[src/rtl/apb_pkg.sv]
// Shared APB bus definitions.
// Used by the APB master and slave.
package apb_pkg;

  localparam int APB_ADDR_W = 4;
  localparam int APB_DATA_W = 16;

  typedef enum logic [1:0] {
    IDLE   = 2'd0,
    ACCESS = 2'd1,
    DONE   = 2'd2
  } apb_state_e;

endpackage

[src/rtl/apb_regfile.sv]
// APB register file: one sync write port,
// one combinational read port, sync reset.
module apb_regfile
  import apb_pkg::*;
#(
  parameter int ADDR_W   = APB_ADDR_W,
  parameter int DATA_W   = APB_DATA_W,
  parameter int NUM_REGS = 12
) (
  input  logic              clk,
  input  logic              rst,
  input  logic              we,
  input  logic [ADDR_W-1:0] waddr,
  input  logic [DATA_W-1:0] wdata,
  input  logic [ADDR_W-1:0] raddr,
  output logic [DATA_W-1:0] rdata
);

  localparam logic [ADDR_W-1:0] LAST =
    ADDR_W'(NUM_REGS - 1);

  logic [DATA_W-1:0] mem [NUM_REGS];

  // Storage: clear on reset, write mapped addresses only.
  always_ff @(posedge clk) begin
    if (rst) begin
      for (int i = 0; i < NUM_REGS; i++)
        mem[i] <= '0;
    end else if (we && (waddr <= LAST)) begin
      mem[waddr] <= wdata;
    end
  end

  // Read port: unmapped addresses return zero.
  always_comb begin
    rdata = '0;
    if (raddr <= LAST)
      rdata = mem[raddr];
  end

endmodule

[src/rtl/apb_slave.sv]
// APB completer with programmable wait
// states in front of a local register file.
module apb_slave
  import apb_pkg::*;
#(
  parameter int ADDR_W      = APB_ADDR_W,
  parameter int DATA_W      = APB_DATA_W,
  parameter int NUM_REGS    = 12,
  parameter int WAIT_STATES = 2
) (
  input  logic              pclk,
  input  logic              preset,
  input  logic              pselx,
  input  logic              penable,
  input  logic [ADDR_W-1:0] paddr,
  input  logic              pwrite,
  input  logic [DATA_W-1:0] pwdata,
  output logic              pready,
  output logic [DATA_W-1:0] prdata,
  output logic              pslverr
);

  localparam int CW =
    (WAIT_STATES > 0) ? $clog2(WAIT_STATES + 1) : 1;
  localparam bit NOWAIT = (WAIT_STATES == 0);
  localparam logic [ADDR_W-1:0] LAST =
    ADDR_W'(NUM_REGS - 1);

  apb_state_e        state_q, state_d;
  logic [CW-1:0]     wcnt_q;
  logic [ADDR_W-1:0] addr_q;
  logic              wr_q;
  logic [DATA_W-1:0] wdata_q;
  logic              pready_q;
  logic              pslverr_q;
  logic [DATA_W-1:0] prdata_q;

  logic              setup;
  logic              ld, dec, fire, done;
  logic [ADDR_W-1:0] raddr;
  logic [DATA_W-1:0] rdata;
  logic              mapped;
  logic              we;

  assign setup = pselx & ~penable;

  // Next state and per-edge control strobes.
  always_comb begin
    state_d = state_q;
    ld      = 1'b0;
    dec     = 1'b0;
    fire    = 1'b0;
    done    = 1'b0;
    unique case (state_q)
      IDLE: begin
        if (setup) begin
          state_d = ACCESS;
          ld      = 1'b1;
        end
      end
      ACCESS: begin
        if (!pselx) begin
          state_d = IDLE;
        end else if (penable) begin
          if (pready_q) begin
            done    = 1'b1;
            state_d = DONE;
          end else if (wcnt_q != '0) begin
            dec  = 1'b1;
            fire = (wcnt_q == CW'(1));
          end
        end
      end
      DONE: begin
        if (setup) begin
          state_d = ACCESS;
          ld      = 1'b1;
        end else begin
          state_d = IDLE;
        end
      end
      default: state_d = IDLE;
    endcase
    if (ld && NOWAIT)
      fire = 1'b1;
  end

  // With no wait states the response forms on
  // the setup edge, before the address is latched.
  assign raddr  = ld ? paddr : addr_q;
  assign mapped = (raddr <= LAST);
  assign we     = done & wr_q & (addr_q <= LAST);

  // State, setup latches, wait counter, response.
  always_ff @(posedge pclk) begin
    if (preset) begin
      state_q   <= IDLE;
      wcnt_q    <= '0;
      addr_q    <= '0;
      wr_q      <= 1'b0;
      wdata_q   <= '0;
      pready_q  <= 1'b0;
      pslverr_q <= 1'b0;
      prdata_q  <= '0;
    end else begin
      state_q <= state_d;
      if (ld) begin
        addr_q  <= paddr;
        wr_q    <= pwrite;
        wdata_q <= pwdata;
        wcnt_q  <= CW'(WAIT_STATES);
      end else if (dec) begin
        wcnt_q <= wcnt_q - CW'(1);
      end
      if (fire) begin
        pready_q  <= 1'b1;
        pslverr_q <= ~mapped;
        prdata_q  <= mapped ? rdata : '0;
      end else if (done || state_d == IDLE) begin
        pready_q  <= 1'b0;
        pslverr_q <= 1'b0;
      end
    end
  end

  apb_regfile #(
    .ADDR_W  (ADDR_W),
    .DATA_W  (DATA_W),
    .NUM_REGS(NUM_REGS)
  ) u_regs (
    .clk  (pclk),
    .rst  (preset),
    .we   (we),
    .waddr(addr_q),
    .wdata(wdata_q),
    .raddr(raddr),
    .rdata(rdata)
  );

  assign pready  = pready_q;
  assign prdata  = prdata_q;
  assign pslverr = pslverr_q;

endmodule

[config.mk]
export PLATFORM = sky130hd
export DESIGN_NAME = apb_slave
export DESIGN_NICKNAME = d
export VERILOG_FILES = /design/src/rtl/apb_pkg.sv /design/src/rtl/apb_regfile.sv /design/src/rtl/apb_slave.sv
export SDC_FILE = /design/constraint.sdc
export NUM_CORES = 1
export LEC_CHECK = 0
export ABC_AREA = 0
export CORE_ASPECT_RATIO = 1.2
export CORE_UTILIZATION = 50
export CTS_CLUSTER_SIZE = 25
export DETAILED_ROUTE_END_ITERATION = 16
export PLACE_DENSITY = 0.68
export SKIP_CTS_REPAIR_TIMING = 1
export SLEW_MARGIN = 20
export SYNTH_ARGS = -nofsm -noshare
export SYNTH_HDL_FRONTEND = slang
export SYNTH_SLANG_ARGS = --single-unit
[constraint.sdc]
create_clock -name pclk -period 5 [get_ports pclk]
set_clock_uncertainty 0.2 [all_clocks]
set_input_delay 1 -clock pclk [delete_from_list [all_inputs] [get_ports pclk]]
set_output_delay 1 -clock pclk [all_outputs]
set_load 0.05 [all_outputs]
==> results of run 1 <==
critical path, stage by stage:
cell,delay (ns)
clkdlybuf4s50_1,0.59
or3b_1,0.14
buf_4,0.24
a21o_1,0.41
buf_4,0.38
a221oi_1,0.13
o21ai_0,0.53
a41o_1,0.25
routing by layer:
layer,vias to the layer above,share of wire (%),track usage (%)
met1,3411,40,34.22
met5,-,0,0
met3,60,8.1,5.430
li1,3206,-,-
met4,0,3.6,10.37
met2,288,48,43.28
cell usage after synthesis (4+ instances only):
cell type	number	area (um^2)
dfxtp_1	43	860.8
nor2_1	12	45.04
o221ai_1	14	122.6
mux2i_1	34	340.3
nor2b_1	36	225.2
and2_1	192	1201
nand2_1	122	457.9
o21ai_0	17	85.08
clkbuf_1	56	210.2
a41o_1	16	160.2
edfxtp_1	192	5766
buf_2	9	45.04
or2_2	12	75.07
a221oi_1	32	280.3
nand2b_1	4	25.02
nand3_1	34	170.2
a21oi_1	23	115.1
final timing paths:
check	endpoint
worst max-delay path	prdata[10]
worst min-delay path	wr_q
worst max register to register	prdata[10]
worst min register to register	wr_q
kinds of logic after synthesis:
kind of cell	count (synthesis)	share of synthesized area, %
AO/OA/AOI/OAI	107	7.712
XOR/XNOR	1	0.08293
adder cells (fa/ha/maj)	2	0.2369
buffers and inverters	75	3.056
flip-flops	235	62.73
multiplexers	36	3.471
AND/OR/NAND/NOR	433	22.71
sequential cells by signal, indices dropped and copies added (netlist names):
signal and flops:
state_q 2, prdata 16, pslverr 1, wcnt_q 2, wr_q 1, pready 1
addr_q 4, wdata_q 16, u_regs.mem 192
power by group:
part,switching [uW],total (uW),internal (uW)
clock,744,1760,1010
sequential,45.3,2220,2170
combinational,172,257,85.2
total,961,4230,3270
placed cells by master, fill, tap and decap left out, drive strengths merged, types with 23 or more instances in the layout:
cell type and count:
a21oi 23, a221oi 32, and2 192, buf 24, clkbuf 36, clkdlybuf4s50 42
dfxtp 43, edfxtp 192, mux2i 34, nand2 122, nand3 34, nor2b 36
through the flow:
step | hold WS (ns) | setup WS (ns)
global placement | 0.2811 | 1.131
floorplan | 0.2519 | 2.037
finish | 0.3271 | 1.580
detailed placement | 0.2850 | 1.096
CTS | 0.3168 | 1.639
global route | 0.3382 | 1.410
layout make-up:
| class | instances | area (um^2) | area share (%) |
|---|---|---|---|
| tap | 265 | 331.6 | 2.760 |
| antenna | 1 | 2.502 | 0.02083 |
| timing repair buffer | 66 | 613.1 | 5.103 |
| inverter | 3 | 11.26 | 0.09372 |
| multi-input combinational | 579 | 3659 | 30.45 |
| clock inverter | 8 | 76.32 | 0.6352 |
| sequential | 235 | 6626 | 55.15 |
| clock buffer | 36 | 695.7 | 5.790 |
==> flow_metrics.tcl, run 1 <==
set metrics [dict create \
    syn-num-nets 916 \
    avgSynthCellArea_um2 11.88 \
    cp-start-kind "primary input" \
    dp_hpwl_mm 16.22 \
    finalCritPeriodShare_pct 68.41 \
    worstRegToRegCells 7 \
    syn2layout_area_growth_pct 13.75 \
    clkTransAtPathRegs_ns 0.06 \
    synthesis.area_um2 10560 \
    clk_path_buf_depth 3 \
    initialDrtViolationCount 677 \
    num_rows 57 \
    cts_made_buffers 24 \
    synth-seq-cells 235 \
    fp.dieW_um 134.7 \
    finalMaxSlewViolations 0 \
    fmax_ghz 0.2924 \
    grt_max_degree 44 \
    finalCriticalPeriod_ns 3.420 \
    cts-root-buf "clkbuf_16" \
    gp_congestion 0.8211 \
    endpoint_kind "register" \
    reg2reg_from "state_q[0]" \
    antenna_found_initial 0 \
    final_area_um2 12020 \
    h-tree-depth 1 \
    r2r_setup_slack_ns 2.19 \
    hold_violations 0 \
    setup_tns_ns 0 \
    synth_edf_count 192 \
    worstPathMaxFanout 24 \
    crit_start "penable" \
    cp_data_arrival_time_ns 3.69 \
    grt_overflow_total 0 \
    crit_type "in -> reg" \
    clkLatencyLatePin_ns 0.52 \
    firstDrtPassIters 5 \
    wirelength_mm 27.53 \
    die_h_um 161.2 \
    synthFlopType "edfxtp_1" \
    fillerInstances 1657 \
    power_leakage_uw 0.004491 \
    wl_per_cell_um 23.08 \
    vias 6965 \
    syn_inst 889 \
    cts_tree "built" \
    setup_viol 0 \
    fin_util_pct 58.70 \
    dieArea_um2 21710 \
    grt_pass1_vias 7031 \
    rsz0062_at_grt "false" \
    initial_core_util_pct 51.60 \
    drc 0 \
    power_uw 4230 \
    viasPerCell 5.838 \
    status "finished clean" \
    power.density_nw_per_um2 352.1 \
    placed_area_um2 11240 \
    timing.max_cap.violations 0 \
    cts_sinks 235 \
    top_level_ports 43 \
    postRouteAntennaNets 0 \
    numPortBuffers 42 \
    worstHoldStart "wr_q" \
    final_cells 1193 \
    hold_depth 2 \
    cp.required_ns 5.27 \
    ys_warn_count 0 \
    track_usage_pct 26.36 \
    drive_gt1_share_pct 9.277 \
    ys_types 43 \
    dp_cells 1148 \
    seq_area_frac_synth_pct 62.73 \
    relSlewSlack_pct 19.42 \
    synthArstFlopShare_pct 0 \
    core-area_um2 20470 \
    worst_pin_slew_ns 1.209 \
    grt_pass1_wl_mm 42.15 \
    num-nets-final 936 \
    holdCritPathClass "reg -> reg" \
    irDropWorstVdd_mv 0.2705 \
]
Note: power is estimated with default switching activity, not from simulation.
==> inputs of run 2 (changes only) <==
- clock period: 5 -> 3.5 ns (I/O delays scaled with it)
==> run 2 against run 1 <==
  * Cell area is 2.1% higher
  * Register-to-register slack got worse by 1.2 ns
  * Largest cell class unchanged
  * Highest routed layer unchanged
  * Clock-buffer cell count is 2 lower
  * Sequential cell count unchanged
  * Setup slack got worse by 0.90 ns
  * First-iteration DRC count down 4.9%
==> flow_metrics.tcl, run 2 (same netlist as run 1, synthesis figures left out) <==
set metrics [dict create \
    wirelength_mm 27.02 \
    worst_pin_slew_ns 0.9599 \
    final_area_um2 12270 \
    power.density_nw_per_um2 496.3 \
    num-nets-final 961 \
    finalMaxSlewViolations 0 \
    status "finished clean" \
    wl_per_cell_um 22.22 \
    hold_slack_ns 0.3125 \
    grt_overflow_total 0 \
    setup_viol 0 \
    worstRegToRegCells 6 \
    largest_register_ffs 192 \
    seq_power_share_pct 51.9 \
    drc 0 \
    finalCriticalPeriod_ns 2.820 \
    fmax_ghz 0.3546 \
    seq_area_um2 6626 \
    cts_tree "built" \
    p_int_uw 4754 \
    rsz0062_at_grt "false" \
    critPathTopFamily "simple AND/OR/NAND/NOR gates" \
    die_h_um 161.2 \
    r2r-end "prdata[4]" \
    swShare_pct 21.95 \
    hold_depth 2 \
    fp.dieW_um 134.7 \
    path_depth 7 \
    viasPerCell 5.810 \
    irDropWorstVdd_mv 0.3644 \
    drive_gt1_share_pct 11.88 \
    clkTransAtPathRegs_ns 0.06 \
    worstPathCellList "clkdlybuf4s50_1 -> or3b_1 -> buf_4 -> or3_1 -> o31ai_4 -> nand3_1 -> a41o_1" \
    critPathCapture "prdata[4]" \
    n_antenna_cell 0 \
    vias 7065 \
    slowest_delay_ns 0.54 \
    track_usage_pct 25.94 \
    cp.required_ns 3.71 \
    gp_congestion 0.7959 \
    cp_data_arrival_time_ns 3.03 \
    grt_max_degree 43 \
    num_rows 57 \
    combPwrFrac_pct 6.3 \
    setup_tns_ns 0 \
    r2r_setup_slack_ns 1.00 \
    firstDrtPassIters 5 \
    relSlewSlack_pct 36.01 \
    reg2reg_from "state_q[0]" \
    cts_made_buffers 23 \
    crit_type "in -> reg" \
    initial_core_util_pct 51.60 \
    net-switching-power_uw 1337 \
    cp-start-kind "primary input" \
    cts_sinks 235 \
    fillerInstances 1655 \
    postRouteAntennaNets 0 \
    path_buf_inv 2 \
    cts-root-buf "clkbuf_16" \
    dieArea_um2 21710 \
    endpoint_kind "register" \
    initialDrtViolationCount 644 \
    layout_common_cells "192 x and2_1, 192 x edfxtp_1, 122 x nand2_1" \
    clockPowerShare_pct 41.8 \
    h-tree-depth 1 \
    timing.max_cap.violations 0 \
    power_leakage_uw 0.004635 \
    top_level_ports 43 \
    holdCritPathClass "reg -> reg" \
    numPortBuffers 42 \
    placed_area_um2 11490 \
    worstPathMaxFanout 20 \
    syn2layout_area_growth_pct 16.18 \
    top_register "u_regs.mem" \
    clkLatencyLatePin_ns 0.51 \
    dp_hpwl_mm 17.02 \
    multiInputGateArea_um2 3659 \
    grt_pass1_vias 7183 \
    grt_pass1_wl_mm 41.77 \
    finalCritPeriodShare_pct 80.57 \
    hold_violations 0 \
    antenna_found_initial 0 \
    clk_path_buf_depth 3 \
    crit_start "pselx" \
    critPathSlowestCell "clkdlybuf4s50_1" \
    core-area_um2 20470 \
    power_uw 6090 \
]
-- run 2: changes by cell type in the layout (fill, tap and decap cells not counted), sizes merged --
| cell | previous run | this run |
|---|---|---|
| clkinvlp | 0 | 2 |
| inv | 3 | 4 |
| clkbuf | 36 | 34 |
| bufinv | 1 | 2 |
| buf | 24 | 50 |
| clkinv | 7 | 3 |
| diode | 1 | 0 |
-- run 2: final cells by class --
| type | count | area share (%) |
|---|---|---|
| Clock inverter | 8 | 0.8055 |
| Sequential cell | 235 | 54.00 |
| Clock buffer | 34 | 5.597 |
| Timing Repair Buffer | 92 | 6.994 |
| Inverter | 3 | 0.09176 |
| Tap cell | 265 | 2.702 |
| Multi-Input combinational cell | 579 | 29.81 |
-- run 2: how the worst min path moves through the flow --
| stage | start | to | slack, ns |
|---|---|---|---|
| after global placement | pslverr | pslverr | 0.29 |
| after detailed placement | pslverr | pslverr | 0.29 |
| after floorplan | wdata_q[0] | wdata_q[0] | 0.25 |
| after global routing | wr_q | wr_q | 0.34 |
| final | pslverr | pslverr | 0.31 |
| after CTS | pslverr | pslverr | 0.31 |
-- run 2: worst min-delay path, cell delays in order, from the launching register on --
cell     delay, ns
dfxtp_1       0.33
a31oi_1       0.07
nor2_1        0.08
-- run 2: routing by layer --
metal	vias up	routed length, um	GRT usage, %
met2	294	12970	43.02
met3	70	1885	3.578
met1	3450	11050	34.34
met4	0	1108	10.47
met5	-	0	0
li1	3251	-	-
-- run 2: stage by stage --
step	utilization, %	instances	worst slack [ns]
finish	59.95	1216	0.6801
global route	59.95	1216	0.5592
CTS	59.95	1216	0.6849
detailed placement	56.12	1174	0.1465
global placement	56.12	1174	0.2166
floorplan	-	889	0.8371
-- run 2: power by group through the flow --
stage	logic, uW	clock network [uW]	registers [uW]
floorplan	240	0	3180
global placement	386	0	3220
detailed placement	388	0	3220
CTS	389	2570	3160
global route	420	2690	3170
finish	386	2540	3160
